<file path="src/rtl/lib_pow2_seq.sv">
// Power-of-two decomposer: splits a vector into one-hot beats.
// Beats follow the set bits in LSB- or MSB-first order, capped at MAX_BITS.
module lib_pow2_seq #(
  parameter int LSB_MSB  = 0,
  parameter int WIDTH    = 16,
  parameter int MAX_BITS = WIDTH,
  localparam int IW = $clog2(WIDTH),
  localparam int CW = $clog2(MAX_BITS + 1)
) (
  input  logic             clk,
  input  logic             rst,
  input  logic             in_vld,
  output logic             in_rdy,
  input  logic [WIDTH-1:0] in_vect,
  output logic             out_vld,
  input  logic             out_rdy,
  output logic [WIDTH-1:0] out_onehot,
  output logic [IW-1:0]    out_idx,
  output logic [CW-1:0]    out_cnt,
  output logic             out_last,
  output logic             out_trunc
);

  typedef enum logic {
    IDLE = 1'b0,
    RUN  = 1'b1
  } state_t;

  state_t           state;
  logic [WIDTH-1:0] res;
  logic [CW-1:0]    cnt;

  logic             run;
  logic [WIDTH-1:0] pick;
  logic [IW-1:0]    pick_idx;
  logic [WIDTH-1:0] rem;
  logic             cap;
  logic             out_hs;
  logic             in_hs;

  assign run = (state == RUN);

  // Priority pick: scan from the far end so the preferred bit wins last.
  always_comb begin
    pick     = '0;
    pick_idx = '0;
    for (int i = 0; i < WIDTH; i++) begin
      int j;
      j = (LSB_MSB != 0) ? i : (WIDTH - 1 - i);
      if (res[j]) begin
        pick     = '0;
        pick[j]  = 1'b1;
        pick_idx = IW'(j);
      end
    end
  end

  assign rem = res ^ pick;
  assign cap = (cnt == CW'(MAX_BITS - 1));

  // Beat outputs come straight from registered state; IDLE forces zeros.
  always_comb begin
    out_vld    = run;
    out_onehot = run ? pick : '0;
    out_idx    = run ? pick_idx : '0;
    out_cnt    = run ? cnt : '0;
    out_last   = run & ((rem == '0) | cap);
    out_trunc  = run & ((rem == '0) | cap) & (rem != '0);
  end

  assign out_hs = out_vld & out_rdy;
  assign in_rdy = ~run | (out_hs & out_last);
  assign in_hs  = in_vld & in_rdy;

  // Sequencer: load on accept, peel one bit per beat, leave on last.
  always_ff @(posedge clk or posedge rst) begin
    if (rst) begin
      state <= IDLE;
      res   <= '0;
      cnt   <= '0;
    end else if (in_hs) begin
      state <= RUN;
      res   <= in_vect;
      cnt   <= '0;
    end else if (out_hs) begin
      if (out_last) begin
        state <= IDLE;
        res   <= '0;
        cnt   <= '0;
      end else begin
        res <= rem;
        cnt <= cnt + CW'(1);
      end
    end
  end

endmodule

</file>
<file path="config.mk">
export PLATFORM = sky130hd
export DESIGN_NAME = lib_pow2_seq
export DESIGN_NICKNAME = d
export VERILOG_FILES = /design/src/rtl/lib_pow2_seq.sv
export SDC_FILE = /design/constraint.sdc
export NUM_CORES = 1
export LEC_CHECK = 0
export BUFFER_PORTS_ARGS = -buffer_cell sky130_fd_sc_hd__buf_2
export CELL_PAD_IN_SITES_DETAIL_PLACEMENT = 0
export CELL_PAD_IN_SITES_GLOBAL_PLACEMENT = 1
export CORE_UTILIZATION = 30
export DETAILED_ROUTE_END_ITERATION = 8
export GPL_ROUTABILITY_DRIVEN = 1
export GPL_TIMING_DRIVEN = 0
export MAX_ROUTING_LAYER = met4
export PLACE_DENSITY_LB_ADDON = 0.1
export REMOVE_ABC_BUFFERS = 1
export SYNTH_ARGS = -nofsm -noshare
export SYNTH_HDL_FRONTEND = slang
export SYNTH_SLANG_ARGS = --single-unit
</file>
<file path="constraint.sdc">
create_clock -name clk -period 3.3 [get_ports clk]
set_input_delay 0 -clock clk [delete_from_list [all_inputs] [get_ports clk]]
set_output_delay 0 -clock clk [all_outputs]
set_load 0.03 [all_outputs]
</file>
==> impl_metrics.csv <==
group,metric,value,unit
floorplanning,io_pins,49,
synth,yosys-top-cells-count,"22 x dfrtp_1, 19 x nor2_1, 17 x nand2_1, 17 x o21ai_0, 15 x a22o_1",
clock_tree,clock-sinks,22,
power,swShare,0.528,
worst_setup_path,ff2ff_path_depth,6,
worst_setup_path,worstSetupPathType,"flip-flop to primary output",
global_routing,grt_max_degree,27,
placed_design,hpwl,3.37,mm
global_routing,antenna_found_initial,0,
layout,antenna_cells,0,
placed_design,dpl_worst_slack,-0.206,ns
floorplanning,die-area,5780,um^2
outcome,outcome,"finished clean",
placed_design,dp.cells,306,
power,p_sw,0.00114,W
worst_setup_path,timing.rr.start,"res[3]$_DFFE_PP0P_",
synth,synth_top_area_share,0.335,
worst_setup_path,critPathCaptureType,"primary output",
routing,drc,0,
worst_hold_path,hold_depth,3,
synth,yosysSeqAreaShare,0.335,
routing,first_iter_violations,69,
sta,worstMarginPinSlew,0.906,ns
power,vdd_drop_max,349,uV
sta,fin_skew,0.00244,ns
sta,layout_min_cycle_time,2.93,ns
layout,stdcell_count,329,
worst_setup_path,required,3.30,ns
clock_tree,clk_latency,0.27,ns
power,p_leak,1.04,nW
floorplanning,coreArea,5200,um^2
synth,synth_seq_cells,22,
worst_setup_path,ff2ff_setup_slack,0.42,ns
worst_hold_path,min_to,"out_vld$_DFFE_PP0P_",
floorplanning,die_h,76.1,um
routing,wl,5.02,mm
synth,synthTopCellsByArea,"dfrtp_1 33%, a22o_1 8.0%, o21ai_0 5.2%",
sta,setup_viol,0,
worst_hold_path,hold_path_class,"input pin to flip-flop",
floorplanning,initial_core_util,0.316,
placed_design,port_buffers,48,
global_routing,grt_pass1_vias,1633,
global_routing,grt_util_met2,0.275,
worst_hold_path,min_from,"out_rdy",
placed_design,gp_congestion,0.758,
synth,synth-async-reset-ratio,1.00,
clock_tree,cts_buffer_depth,2,
routing,viasPerCell,5.26,
routing,via_count,1732,
global_routing,top_usage_layer,"met2",
synth,synthFlopType,"dfrtp_1",
power,power-per-cell-area,1010,nW/um^2
worst_setup_path,worstSetupStartpointType,"flip-flop",
clock_tree,cts_tree,"done",
power,p_clk_frac,0.121,
sta,worst_slack,0.373,ns
global_routing,grtUsageMet3,0.0180,
layout,register_area,551,um^2
power,p_seq_frac,0.244,
routing,wire_per_inst,15.3,um
sta,rsz0062_at_grt,"false",
synth,synthDistinctLibCells,48,
sta,relSlewSlack,0.395,
worst_setup_path,arrival,2.93,ns
layout,multiInputGateArea,971,um^2
synth,syn_area,1650,um^2
clock_tree,clk_pin_slew_worst_paths,0.09,ns
clock_tree,numCtsBuffers,3,
run,max_cap_violations,0,
layout,utilization,0.412,
sta,final-hold-violation-count,0,
power,internal_power,0.00102,W
global_routing,met1_usage,0.271,
routing,drtAntennaViolNets,0,
sta,clock.fmax,0.342,GHz
sta,fin_crit_sh,0.887,
layout,nFillCells,580,
layout,drive_gt1_frac,0.232,
global_routing,overflow,0,
sta,slew_viol_final,0,
worst_setup_path,regToRegEndpoint,"res[13]$_DFFE_PP0P_",
floorplanning,num_rows,26,
synth,synth_area_leader_cell,"dfrtp_1",
synth,syn_area_per_cell,7.99,um^2
layout,nets,282,
global_routing,grt_pass1_wl,8.41,mm
synth,yosys_warnings,0,
clock_tree,htree_levels,1,
layout,areaGrowthSynthToFinish,30.2,%
worst_setup_path,cp_max_fo,10,
sta,whs,0.0879,ns
synth,synth_edf_count,0,
synth,yosysMostFrequentCell,"dfrtp_1",
floorplanning,die_w,76.1,um
power,p_comb_frac,0.635,
synth,syn_inst,206,
global_routing,grt.total_usage,0.185,
clock_tree,root_buffer,"clkbuf_8",
routing,firstDrtPassIters,4,
## metrics by stage
stage	total power, W	TNS (ns)	instance area, um^2
6_report	0.00217	0	2140
5_1_grt	0.00236	0	2140
4_1_cts	0.00218	0	2140
3_5_place_dp	0.00187	-3.20	1880
3_3_place_gp	0.00187	-3.37	1880
2_1_floorplan	0.00149	0	1550
## sequential cells by signal, indices dropped and copies added (netlist names)
name	cells
res	16
cnt	5
out_vld	1
## critical path: stages (launching register included)
cell,delay [ns]
dfrtp_1,0.51
or4_4,0.66
o41ai_1,0.42
nand4_1,0.26
nor3_2,0.34
o21ai_0,0.17
nand2_1,0.09
buf_2,0.21
## placed cells by master, fill, tap and decap left out, types with 2 or more instances in the layout
| cell type | synthesis | layout |
|---|---|---|
| dfrtp_1 | 22 | 22 |
| nor4_1 | 4 | 4 |
| nor3_1 | 11 | 10 |
| inv_1 | 9 | 9 |
| ha_1 | 2 | 2 |
| dlygate4sd3_1 | 0 | 18 |
| or3_1 | 5 | 5 |
| a22o_1 | 15 | 15 |
| nor3b_1 | 3 | 3 |
| a21oi_1 | 6 | 6 |
| clkbuf_8 | 0 | 3 |
| nand2_1 | 17 | 17 |
| o21ai_0 | 17 | 17 |
| buf_2 | 2 | 48 |
| nor2_1 | 19 | 19 |
| nand2b_1 | 2 | 2 |
| a31oi_1 | 2 | 2 |
| and2_1 | 8 | 8 |
| o21ai_1 | 4 | 4 |
| and3_1 | 9 | 8 |
| or4_1 | 3 | 3 |
| o41ai_1 | 4 | 4 |
| nand3_1 | 3 | 3 |
## how the worst max path moves through the flow
stage | startpoint | endpoint | slack [ns] | cells after the start
floorplan | res[3]$_DFFE_PP0P_ | res[9]$_DFFE_PP0P_ | 0.58 | 6
global placement | res[3]$_DFFE_PP0P_ | res[5]$_DFFE_PP0P_ | -0.22 | 6
detailed placement | res[3]$_DFFE_PP0P_ | res[10]$_DFFE_PP0P_ | -0.21 | 6
CTS | res[3]$_DFFE_PP0P_ | in_rdy | 0.21 | 7
global route | res[3]$_DFFE_PP0P_ | in_rdy | 0.20 | 7
finish | res[3]$_DFFE_PP0P_ | in_rdy | 0.37 | 7
## logic make-up (layout without fill, tap and decap cells)
kind of cell,count (synthesis),count (layout),synth area share
flip-flops,22,22,0.335
AO/OA/AOI/OAI,64,64,0.279
adder cells (fa/ha/maj),2,2,0.0152
buffers and inverters,27,80,0.0791
AND/OR/NAND/NOR,91,91,0.292
## final cells by class
class,instances,share of cell area
Sequential cell,22,0.257
Timing Repair Buffer,67,0.200
Tap cell,70,0.0409
Inverter,9,0.0158
Multi-Input combinational cell,157,0.453
Clock buffer,3,0.0193
Clock inverter,1,0.0140
## per-layer routing
metal / wire length [um] / share of wire
met2: 2190 / 0.44
met3: 153 / 0.030
met1: 2630 / 0.52
met4: 49 / 0.0098
met5: 0 / 0
## what timing repair did
| action | in CTS | in global routing |
|---|---|---|
| setup endpoints to repair | 16 | 1 |
| setup buffers | 1 | 0 |
| resized for setup | 1 | 1 |
| hold buffers | 18 | 0 |
| hold endpoints to repair | 39 | 0 |
| pin swaps | 1 | 0 |
## power groups by stage
| stage | sequential (W) | clock (W) | combinational, W |
|---|---|---|---|
| floorplan | 0.000479 | 0 | 0.00101 |
| global placement | 0.000536 | 0 | 0.00134 |
| detailed placement | 0.000533 | 0 | 0.00133 |
| CTS | 0.000529 | 0.000268 | 0.00138 |
| global route | 0.000555 | 0.000278 | 0.00152 |
| finish | 0.000529 | 0.000261 | 0.00138 |
Power figures use the tool's default switching activity.
